File: src/rtl/bin2bcd_pkg.sv
// Shared definitions for the sequential binary-to-BCD converter: FSM encoding,
// the double-dabble correction threshold and the digit-count sizing helper.
package bin2bcd_pkg;

  typedef enum logic [1:0] {
    IDLE  = 2'd0,
    SHIFT = 2'd1,
    DONE  = 2'd2
  } state_t;

  localparam logic [3:0] ADD3_THRESHOLD = 4'd5;

  // Smallest digit count n such that 10^n exceeds the largest WIDTH-bit value.
  function automatic int min_ndig(input int width);
    logic [63:0] max_val;
    logic [63:0] pow10;
    int          n;
    max_val = (64'd1 << width) - 64'd1;
    pow10   = 64'd1;
    n       = 0;
    for (int i = 0; i < 20; i++) begin
      if (pow10 <= max_val) begin
        pow10 = pow10 * 64'd10;
        n     = n + 1;
      end
    end
    return n;
  endfunction

endpackage

File: src/rtl/bcd_add3.sv
// One BCD digit corrector: adds 3 to a digit of 5 or more so that the
// following left shift produces a correct decimal carry.
module bcd_add3
  import bin2bcd_pkg::*;
(
  input  logic [3:0] digit,
  output logic [3:0] fixed
);

  // Per-digit correction, no carry out of the nibble.
  always_comb begin
    fixed = digit;
    if (digit >= ADD3_THRESHOLD) begin
      fixed = digit + 4'd3;
    end else begin
      fixed = digit;
    end
  end

endmodule

File: src/rtl/bin2bcd_seq.sv
// Sequential double-dabble binary-to-BCD converter, one bit per clock, with
// valid/ready handshakes on the binary input and the BCD result.
module bin2bcd_seq
  import bin2bcd_pkg::*;
#(
  parameter int WIDTH = 8,
  parameter int NDIG  = 3
) (
  input  logic                clk,
  input  logic                rst_n,
  input  logic                in_valid,
  output logic                in_ready,
  input  logic [WIDTH-1:0]    bin,
  output logic                out_valid,
  input  logic                out_ready,
  output logic [4*NDIG-1:0]   bcd,
  output logic                busy
);

  localparam int CNT_W = $clog2(WIDTH);
  localparam int TOT_W = 4*NDIG + WIDTH;

  generate
    if (WIDTH < 4 || WIDTH > 16 || NDIG < min_ndig(WIDTH)) begin : g_bad_params
      $fatal(1, "bin2bcd_seq: NDIG too small for WIDTH, or WIDTH outside 4..16");
    end
  endgenerate

  state_t             state;
  logic [WIDTH-1:0]   bin_sh;
  logic [CNT_W-1:0]   cnt;
  logic [4*NDIG-1:0]  corr;
  logic [TOT_W-1:0]   shifted;

  generate
    for (genvar d = 0; d < NDIG; d++) begin : g_dig
      bcd_add3 u_add3 (
        .digit (bcd[4*d +: 4]),
        .fixed (corr[4*d +: 4])
      );
    end
  endgenerate

  // Corrected digits and remaining binary bits move left together; the bit
  // dropped off the top is always zero given the digit-count constraint.
  assign shifted = {corr, bin_sh} << 1'd1;

  // Only IDLE accepts, and never while reset is held.
  assign in_ready = rst_n & (state == IDLE);

  // Conversion FSM with registered result and status flags.
  always_ff @(posedge clk) begin
    if (!rst_n) begin
      state     <= IDLE;
      bin_sh    <= '0;
      bcd       <= '0;
      cnt       <= '0;
      out_valid <= 1'b0;
      busy      <= 1'b0;
    end else begin
      case (state)
        IDLE: begin
          if (in_valid) begin
            bin_sh <= bin;
            bcd    <= '0;
            cnt    <= CNT_W'(WIDTH - 1);
            busy   <= 1'b1;
            state  <= SHIFT;
          end
        end
        SHIFT: begin
          bcd    <= shifted[TOT_W-1:WIDTH];
          bin_sh <= shifted[WIDTH-1:0];
          if (cnt == '0) begin
            busy      <= 1'b0;
            out_valid <= 1'b1;
            state     <= DONE;
          end else begin
            cnt <= cnt - CNT_W'(1);
          end
        end
        DONE: begin
          if (out_ready) begin
            out_valid <= 1'b0;
            state     <= IDLE;
          end
        end
        default: begin
          out_valid <= 1'b0;
          busy      <= 1'b0;
          state     <= IDLE;
        end
      endcase
    end
  end

endmodule

File: config.mk
export PLATFORM = sky130hd
export DESIGN_NAME = bin2bcd_seq
export DESIGN_NICKNAME = d
export VERILOG_FILES = /design/src/rtl/bin2bcd_pkg.sv /design/src/rtl/bcd_add3.sv /design/src/rtl/bin2bcd_seq.sv
export SDC_FILE = /design/constraint.sdc
export NUM_CORES = 1
export LEC_CHECK = 0
export CORE_MARGIN = 2
export CORE_UTILIZATION = 25
export CTS_CLUSTER_DIAMETER = 60
export DETAILED_ROUTE_END_ITERATION = 8
export PLACE_DENSITY_LB_ADDON = 0.15
export SYNTH_ARGS = -nofsm -noshare
export SYNTH_HDL_FRONTEND = slang
export SYNTH_SLANG_ARGS = --single-unit
File: constraint.sdc
create_clock -name clk -period 3.7 [get_ports clk]
set_input_delay 1.11 -clock clk [delete_from_list [all_inputs] [get_ports clk]]
set_output_delay 1.11 -clock clk [all_outputs]
set_load 0.005 [all_outputs]
==> flow_metrics.py <==
metrics = {
    "detailed_routing": {
        "drt_iter0_drc": 50,
        "postRouteAntennaNets": 0,
        "via_per_inst": 4.49,
        "drt_first_pass_iters": 4,
        "route.detailed.drc": 0,
        "drt-wirelength-per-cell_um": 11.5,
        "vias": 1140,
        "routed_wl_mm": 2.93,
    },
    "power_and_ir_drop": {
        "p_per_area_mw_per_mm2": 352,
        "p_total_w": 0.000629,
        "total_leakage_power_nw": 0.729,
        "ir_worst_vdd_mv": 0.109,
    },
    "yosys": {
        "synth_top_family_by_area": "simple AND/OR/NAND/NOR gates",
        "syn_area_mm2": 0.00146,
        "yosys.area.top_type": "dfxtp_1",
        "yosys.area_share.simple": 0.218,
        "yosysTopAreaCellShare": 0.371,
        "synth_compound_area_frac": 0.193,
        "yosys.area_share.xor_xnor": 0.0301,
        "synthMuxAreaShare": 0.0301,
        "synthArstFlopShare": 0,
        "synth.area.top_cells": "dfxtp_1, nand2_1, ha_1, o211a_1, buf_6",
        "synth_seq_cells": 27,
        "synth.distinct_cells": 30,
        "synth_nets": 179,
        "synthTopCellsByCount": "dfxtp_1, nand2_1, inv_1",
        "yosysWarningCount": 0,
        "ys_seq_area_frac": 0.371,
        "synth_ff_type": "dfxtp_1",
        "syn_area_per_cell_um2": 9.15,
        "synth_edf_count": 0,
        "synthAdderAreaFrac": 0.0688,
        "netlist_instances": 159,
    },
    "clock_tree": {
        "cts_max_level": 1,
        "cts_sinks": 27,
        "clockBufferDepth": 2,
        "post_cts_buffers": 0,
        "cts_root_buf": "clkbuf_8",
        "clkLatencyLatePin_ns": 0.27,
        "cts_buffers": 3,
        "clk_pin_slew_ns": 0.09,
        "postCtsHoldBufs": 0,
        "cts_resized": 0,
        "cts_tree": "yes",
    },
    "critical_path": {
        "cp_common_cell": "clkdlybuf4s50_1",
        "cp.arrival_ns": 2.33,
        "path_buf_inv": 2,
        "slowest_stage": "clkdlybuf4s50_1",
        "path_cells": "clkdlybuf4s50_1 > nor3b_1 > clkdlybuf4s50_1",
        "cp_slowest_stage_delay_ns": 0.53,
        "endpoint_kind": "primary output",
        "critPathMaxFanout": 2,
        "crit_type": "in2out",
        "start_kind": "input pin",
        "cp_data_required_time_ns": 2.59,
        "cpLargestDelayFamily": "buffers and inverters",
    },
    "flow_run": {
        "drv_cap": 0,
    },
    "sta": {
        "slew_headroom": 0.739,
        "worstMarginPinSlew_ns": 0.390,
        "slew_violations": 0,
        "hold_viol_final": 0,
        "period_share": 0.929,
        "rsz0062_at_grt": "false",
        "period_minus_slack_ns": 3.44,
        "layout_setup_ws_ns": 0.262,
        "tns_ns": 0,
        "finalSetupViolCount": 0,
        "max_freq_mhz": 291,
        "fin_skew_ns": 0.00490,
    },
    "global_route": {
        "grt_usage": 0.0984,
        "grt-ovfl-total": 0,
        "grt_pass1_vias": 1153,
        "grt_antenna_before_repair": 0,
        "grt_pass1_wl_mm": 5.06,
        "grt_max_degree": 22,
    },
    "placed_design": {
        "hpwl_mm": 2.08,
        "io_buffers": 26,
        "pre_cts_slack_ns": 0.266,
        "gp_congestion": 0.717,
    },
    "hold_path": {
        "hold_class": "reg2reg",
    },
    "cells_and_area": {
        "utilization": 0.320,
        "fillers": 585,
        "drive_above_1_share": 0.0989,
        "syn_to_final_growth_pct": 22.6,
        "num_antenna_cells": 0,
        "final_nets": 203,
    },
    "die": {
        "start_util": 0.261,
        "io_pins": 27,
        "die_area_mm2": 0.00645,
        "die_y_um": 80.3,
        "core_area_mm2": 0.00557,
        "rows": 27,
        "dieWidth_um": 80.3,
    },
    "run_status": {
        "status": "finished clean",
    },
}
==> final timing paths <==
| kind | from | endpoint | slack (ns) | cells past startpoint |
|---|---|---|---|---|
| min | bcd[5] | bcd[5] | 0.48 | 2 |
| max reg2reg | bcd[1] | bcd[2] | 2.05 | 6 |
| min reg2reg | bcd[5] | bcd[5] | 0.48 | 2 |
| max | rst_n | in_ready | 0.26 | 3 |
==> flip-flops by register name (all words and copies together) (netlist names) <==
name and count:
cnt 3, bin_sh 8, out_valid 1, state 2
bcd 12, busy 1
==> worst register-to-register path, cell delays in order (launching register included) <==
cell and delay, ns:
dfxtp_1 0.39, inv_1 0.09, ha_1 0.17, nand2b_1 0.13, a21oi_1 0.31, mux2_2 0.38
o21ai_1 0.12
==> routing by layer <==
metal	GRT usage	vias up	part of all wire
met2	0.167	16	0.47
met5	0	-	0
met1	0.118	533	0.47
met4	0.0356	0	0.012
met3	0.0270	4	0.046
li1	-	587	-
==> where the power goes <==
| part | switching, W | internal [W] |
|---|---|---|
| Sequential | 0.0000174 | 0.000313 |
| Clock | 0.0000919 | 0.0000755 |
| Combinational | 0.0000648 | 0.0000661 |
| Total | 0.000174 | 0.000454 |
==> cells in the final DEF (no fill, tap or decap), types with 4 or more instances in the layout <==
cell and n:
nor2b_1 6, and2_1 5, clkdlybuf4s50_1 26, o21ai_0 6, dfxtp_1 27, inv_1 12, nand2_1 27, ha_1 8
nand3_1 4, a21oi_1 6, o211a_1 10, o21ai_1 4
==> cells by family after synthesis <==
logic type	Yosys count
AO/OA/AOI/OAI	37
XOR/XNOR	5
adder cells (fa/ha/maj)	8
buffers and inverters	21
flip-flops	27
multiplexers	4
AND/OR/NAND/NOR	57
==> stage by stage <==
stage | cells | hold WS [ns] | instance area [µm²]
after floorplan | 159 | 0.463 | 1460
after global placement | 250 | 0.461 | 1740
after detailed placement | 250 | 0.468 | 1740
after CTS | 254 | 0.483 | 1780
after global routing | 254 | 0.504 | 1780
final | 254 | 0.479 | 1780
==> cell type report <==
cell class | count | area, µm² | area share
clock buffer | 3 | 41.3 | 0.0231
clock inverter | 1 | 5.00 | 0.00281
inverter | 12 | 45.0 | 0.0252
multi-input combinational | 111 | 787 | 0.441
sequential | 27 | 541 | 0.303
tap | 72 | 90.1 | 0.0505
timing repair buffer | 28 | 275 | 0.154
(Power assumes the default switching activity.)
